[config.mk]
export PLATFORM = sky130hd
export DESIGN_NAME = mii_rx_deframer
export DESIGN_NICKNAME = d
export VERILOG_FILES = /design/src/rtl/mii_rx_deframer.sv
export SDC_FILE = /design/constraint.sdc
export NUM_CORES = 1
export LEC_CHECK = 0
export BUFFER_PORTS_ARGS = -buffer_cell sky130_fd_sc_hd__buf_2
export CORE_AREA = 2 2 101 103
export CTS_CLUSTER_SIZE = 30
export DETAILED_ROUTE_END_ITERATION = 6
export DIE_AREA = 0 0 103 105
export GPL_TIMING_DRIVEN = 0
export PLACE_DENSITY = 0.75
export SLEW_MARGIN = 10
export SYNTH_ARGS = -nofsm -noshare
export SYNTH_HDL_FRONTEND = slang
export SYNTH_SLANG_ARGS = --single-unit
export TNS_END_PERCENT = 20
[constraint.sdc]
create_clock -name rx_clki -period 3.3 [get_ports rx_clki]
set_input_delay 0 -clock rx_clki [delete_from_list [all_inputs] [get_ports rx_clki]]
set_output_delay 0 -clock rx_clki [all_outputs]
set_load 0.01 [all_outputs]
[src/rtl/mii_rx_deframer.sv]
// MII receive deframer: strips preamble/SFD, assembles nibbles into bytes,
// checks Ethernet FCS and frame length, and keeps saturating frame counters.
module mii_rx_deframer #(
    parameter int unsigned MIN_LEN = 64,
    parameter int unsigned MAX_LEN = 1518
) (
    input  logic        rx_clki,
    input  logic        rx_rst_n,
    input  logic        phy_rx_dv,
    input  logic        phy_rxd0,
    input  logic        phy_rxd1,
    input  logic        phy_rxd2,
    input  logic        phy_rxd3,
    output logic [7:0]  rx_data,
    output logic        rx_valid,
    output logic        rx_sof,
    output logic        rx_eof,
    output logic [10:0] rx_len,
    output logic        rx_crc_ok,
    output logic [3:0]  rx_err,
    output logic [15:0] frame_ok_cnt,
    output logic [15:0] frame_bad_cnt
);
    localparam int unsigned LEN_W = 11;
    localparam int unsigned CNT_W = 16;
    localparam logic [31:0] CRC_INIT    = 32'hFFFF_FFFF;
    localparam logic [31:0] CRC_POLY    = 32'hEDB8_8320;
    localparam logic [31:0] CRC_RESIDUE = 32'hDEBB_20E3;
    localparam logic [3:0]  NIB_PRE     = 4'h5;
    localparam logic [3:0]  NIB_SFD     = 4'hD;

    typedef enum logic [1:0] {
        S_IDLE     = 2'd0,
        S_PREAMBLE = 2'd1,
        S_DATA     = 2'd2,
        S_DROP     = 2'd3
    } state_t;

    state_t             r_state;
    state_t             w_state_nxt;

    logic [3:0]         w_nib;
    logic [7:0]         w_byte;
    logic               w_sfd;
    logic               w_low_done;
    logic               w_byte_done;
    logic               w_frame_end;
    logic [31:0]        w_crc_nxt;
    logic               w_crc_ok;
    logic               w_too_long;
    logic               w_runt;
    logic [3:0]         w_err;

    logic               r_half;
    logic [3:0]         r_low;
    logic [31:0]        r_crc;
    logic [LEN_W-1:0]   r_cnt;
    logic [7:0]         r_rx_data;
    logic               r_rx_valid;
    logic               r_rx_sof;
    logic               r_rx_eof;
    logic [LEN_W-1:0]   r_rx_len;
    logic               r_rx_crc_ok;
    logic [3:0]         r_rx_err;
    logic [CNT_W-1:0]   r_ok_cnt;
    logic [CNT_W-1:0]   r_bad_cnt;

    // Reflected CRC-32, one byte per call
    function automatic logic [31:0] crc_byte(input logic [31:0] crc, input logic [7:0] data);
        logic [31:0] c;
        c = crc ^ {24'h0, data};
        for (int i = 0; i < 8; i++) begin
            c = c[0] ? ((c >> 1) ^ CRC_POLY) : (c >> 1);
        end
        return c;
    endfunction

    always_comb begin
        w_nib       = {phy_rxd3, phy_rxd2, phy_rxd1, phy_rxd0};
        w_byte      = {w_nib, r_low};
        w_sfd       = (r_state == S_PREAMBLE) && phy_rx_dv && (w_nib == NIB_SFD);
        w_low_done  = (r_state == S_DATA) && phy_rx_dv && !r_half;
        w_byte_done = (r_state == S_DATA) && phy_rx_dv && r_half;
        w_frame_end = (r_state == S_DATA) && !phy_rx_dv;
        w_crc_nxt   = crc_byte(r_crc, w_byte);
        w_crc_ok    = (r_crc == CRC_RESIDUE);
        w_too_long  = (r_cnt > LEN_W'(MAX_LEN));
        w_runt      = (r_cnt < LEN_W'(MIN_LEN));
        // A pending low nibble at dv fall marks a truncated byte
        w_err       = {r_half, w_too_long, w_runt, ~w_crc_ok};
    end

    always_comb begin
        w_state_nxt = r_state;
        case (r_state)
            S_IDLE: begin
                if (phy_rx_dv) begin
                    w_state_nxt = (w_nib == NIB_PRE) ? S_PREAMBLE : S_DROP;
                end
            end
            S_PREAMBLE: begin
                if (!phy_rx_dv) begin
                    w_state_nxt = S_IDLE;
                end else if (w_nib == NIB_SFD) begin
                    w_state_nxt = S_DATA;
                end else if (w_nib != NIB_PRE) begin
                    w_state_nxt = S_DROP;
                end
            end
            S_DATA: begin
                if (!phy_rx_dv) begin
                    w_state_nxt = S_IDLE;
                end
            end
            S_DROP: begin
                if (!phy_rx_dv) begin
                    w_state_nxt = S_IDLE;
                end
            end
            default: w_state_nxt = S_DROP;
        endcase
    end

    // Reset lands in DROP so a frame interrupted by reset is ignored until dv falls
    always_ff @(posedge rx_clki) begin
        if (!rx_rst_n) begin
            r_state <= S_DROP;
        end else begin
            r_state <= w_state_nxt;
        end
    end

    always_ff @(posedge rx_clki) begin
        if (!rx_rst_n) begin
            r_half      <= 1'b0;
            r_low       <= '0;
            r_crc       <= CRC_INIT;
            r_cnt       <= '0;
            r_rx_data   <= '0;
            r_rx_valid  <= 1'b0;
            r_rx_sof    <= 1'b0;
            r_rx_eof    <= 1'b0;
            r_rx_len    <= '0;
            r_rx_crc_ok <= 1'b0;
            r_rx_err    <= '0;
            r_ok_cnt    <= '0;
            r_bad_cnt   <= '0;
        end else begin
            r_rx_valid <= 1'b0;
            r_rx_sof   <= 1'b0;
            r_rx_eof   <= 1'b0;
            if (w_sfd) begin
                r_crc  <= CRC_INIT;
                r_cnt  <= '0;
                r_half <= 1'b0;
            end
            if (w_low_done) begin
                r_low  <= w_nib;
                r_half <= 1'b1;
            end
            if (w_byte_done) begin
                r_half <= 1'b0;
                // Past MAX_LEN the count parks at MAX_LEN+1 and bytes are swallowed
                if (r_cnt < LEN_W'(MAX_LEN)) begin
                    r_rx_data  <= w_byte;
                    r_rx_valid <= 1'b1;
                    r_rx_sof   <= (r_cnt == '0);
                    r_crc      <= w_crc_nxt;
                    r_cnt      <= r_cnt + LEN_W'(1);
                end else begin
                    r_cnt <= LEN_W'(MAX_LEN + 1);
                end
            end
            if (w_frame_end) begin
                r_half      <= 1'b0;
                r_rx_eof    <= 1'b1;
                r_rx_len    <= r_cnt;
                r_rx_crc_ok <= w_crc_ok;
                r_rx_err    <= w_err;
                if (w_err == '0) begin
                    if (r_ok_cnt != '1) r_ok_cnt <= r_ok_cnt + CNT_W'(1);
                end else begin
                    if (r_bad_cnt != '1) r_bad_cnt <= r_bad_cnt + CNT_W'(1);
                end
            end
        end
    end

    assign rx_data       = r_rx_data;
    assign rx_valid      = r_rx_valid;
    assign rx_sof        = r_rx_sof;
    assign rx_eof        = r_rx_eof;
    assign rx_len        = r_rx_len;
    assign rx_crc_ok     = r_rx_crc_ok;
    assign rx_err        = r_rx_err;
    assign frame_ok_cnt  = r_ok_cnt;
    assign frame_bad_cnt = r_bad_cnt;

endmodule

==> flow_summary.toml <==
[outcome]
status = "finished, final reports clean"

[synth]
synth_top_area_cell = "dfxtp_1"
netlist.area_leader.share = 0.420
syn_inst = 610
synthDistinctLibCells = 61
ys_seq_elements = 109
async_flop_share = 0
synth_enable_flop_cells = 0
synthesis.nets = 621
syn-cell-area_um2 = 5200
synth_area_leaders = "dfxtp_1, xnor2_1, a21oi_1"
ys_seq_area_frac = 0.420
synth_ff_type = "dfxtp_1"
syn-mean-instance-area_um2 = 8.53
yosys_warnings = 0

[power_and_ir_drop]
power_density_nw_per_um2 = 422
cellLeakagePower_nw = 2.28
ir_drop_mv = 0.196

[placed_design]
place.gp.congestion = 0.877
dp_hpwl_um = 9680
io_buffer_count = 64
post_dp_cell_area_um2 = 5690

[grt]
antenna_found_initial = 0
grt_pass1_wl_um = 21200
grt_max_degree = 17
grt_pass1_vias = 4387
track_usage = 0.245
grt_overflow = 0

[floorplan]
placeableCoreArea_um2 = 9640
dieArea_um2 = 10800
ios = 66
initial_core_util = 0.540
die_w_um = 103
rows = 36
die_y_um = 105

[sta]
fin_setup_tns_ns = 0
grt_setup_unrepaired = "false"
final.period_utilization = 0.822
final.min_clock_period_ns = 2.71
max_freq_mhz = 368
clock_skew_ns = 0.0125
slew_headroom = 0.357
finalHoldViolCount = 0
drv_slew = 0
worst_pin_slew_ns = 0.958
setup_violations = 0

[layout]
final_area_um2 = 5960
final_cell_mix = "dfxtp_1, nand2_1, buf_2"
mostFrequentLayoutCell = "dfxtp_1"
area_growth_pct = 14.6
fin_nets = 700
layout-drive-gt1-share = 0.137
nFillCells = 873
antenna_cells = 0

[clock_tree]
cts.repair.resized = 0
clkSlewWorstSetupHoldPaths_ns = 0.10
cts-hold-fix-buffers = 4
cts_setup_buffers = 0
cts_tree = "done"
root_buffer = "clkbuf_8"
cts_sinks = 109
clkLatencyLatePin_ns = 0.37
cts_buffers = 9
clock_path_buffers = 2
htreeDepth = 3

[setup_path]
cpPeakStageDelay_ns = 0.52
cp-end-kind = "flip-flop"
path_max_fanout = 10
critPathArrivalTime_ns = 3.02
slowest_stage = "or4bb_1"
crit_chain = "or4bb_1 -> nor4_2 -> nand3_2 -> or3_4 -> buf_6 -> or3_1 -> a21oi_1"
crit_type = "flip-flop to flip-flop"
crit_required_ns = 3.61
worstSetupStartpointType = "flip-flop"

[drt]
drcViolationCount = 0
vias = 4726
antenna_left = 0
viasPerCell = 5.72
drtPass1Iterations = 6
drt_iter0_markers = 325
wirelength_um = 13100
wl_per_cell_um = 15.9

[min_path]
hold_path_class = "input pin to flip-flop"

[run]
maxCapViolCount = 0
## report_power, final
part           switching (mW)  internal, mW  total (mW)
Sequential             0.0114          1.33        1.34
Combinational           0.156         0.101       0.257
Clock                   0.437         0.486       0.923
Total                   0.604          1.91        2.52
## critical path: cells and delay by family (launching register included)
kind / cells / cell delay [ns]
AND/OR/NAND/NOR: 5 / 1.98
AO/OA/AOI/OAI: 1 / 0.14
buffers and inverters: 1 / 0.15
flip-flops: 1 / 0.38
## cell families (layout without fill, tap and decap cells)
group,after synthesis,in the layout,share of synthesized area
AND/OR/NAND/NOR,234,234,0.231
buffers and inverters,42,125,0.0349
XOR/XNOR,78,78,0.134
multiplexers,11,11,0.0212
flip-flops,109,109,0.420
adder cells (fa/ha/maj),4,4,0.00962
AO/OA/AOI/OAI,132,132,0.149
## final timing paths
check | from | to | slack [ns] | cells past startpoint
hold reg to reg | rx_data[6]$_SDFFE_PN0P_ | rx_data[6]$_SDFFE_PN0P_ | 0.46 | 2
setup reg to reg | r_crc[25]$_SDFF_PN1_ | frame_ok_cnt[10]$_SDFFE_PN0P_ | 0.59 | 7
setup / recovery | r_crc[25]$_SDFF_PN1_ | frame_ok_cnt[10]$_SDFFE_PN0P_ | 0.59 | 7
hold / removal | rx_rst_n | rx_err[2]$_SDFFE_PN0P_ | 0.14 | 4
## metal layers
| layer | vias up | part of all wire | wire length (µm) | global-route usage |
|---|---|---|---|---|
| met3 | 14 | 0.058 | 755 | 0.0488 |
| met2 | 171 | 0.50 | 6580 | 0.415 |
| li1 | 2283 | - | - | - |
| met4 | 0 | 0.0098 | 128 | 0.0686 |
| met1 | 2258 | 0.43 | 5660 | 0.315 |
| met5 | - | 0 | 0 | 0 |
## stage by stage
| step | std cells | util | hold WS [ns] | setup slack [ns] | power (mW) |
|---|---|---|---|---|---|
| after global routing | 826 | 0.618 | 0.161 | 0.382 | 2.61 |
| after global placement | 807 | 0.590 | 0.304 | 0.647 | 1.61 |
| after CTS | 826 | 0.618 | 0.123 | 0.596 | 2.54 |
| after floorplan | 610 | - | 0.136 | 0.915 | 1.55 |
| after detailed placement | 807 | 0.590 | 0.312 | 0.624 | 1.62 |
| final | 826 | 0.618 | 0.144 | 0.586 | 2.52 |
## cells in the mapped netlist, drive strengths merged (3+ instances only)
master	count
nand2	78
nand2b	9
nand3	19
a31oi	4
xnor2	55
nor2	48
dfxtp	109
mux2i	11
or3	14
nand4	13
nor4	4
nand4b	4
a21oi	62
nor3	13
buf	3
clkbuf	28
or4	3
a31o	3
o21ai	35
xor2	23
nor2b	3
ha	4
inv	9
and3	10
o31ai	4
and4	6
o22a	9
## layout make-up
class / count / area [µm²] / area share
Sequential cell: 109 / 2180 / 0.366
Clock buffer: 12 / 165 / 0.0277
Multi-Input combinational cell: 459 / 2840 / 0.476
Clock inverter: 3 / 67.6 / 0.0113
Tap cell: 133 / 166 / 0.0279
Buffer: 32 / 144 / 0.0241
Timing Repair Buffer: 68 / 360 / 0.0605
Inverter: 10 / 37.5 / 0.00630
## flip-flops by register name (all words and copies together), names as in the netlist
register and count:
rx_sof 1, r_half 1, r_state 2, r_crc 32, r_cnt 11, rx_data 8
rx_valid 1, rx_crc_ok 1, frame_ok_cnt 16, rx_eof 1, r_low 4, frame_bad_cnt 16
rx_len 11, rx_err 4
No activity file was read; power rests on OpenSTA's default activity.
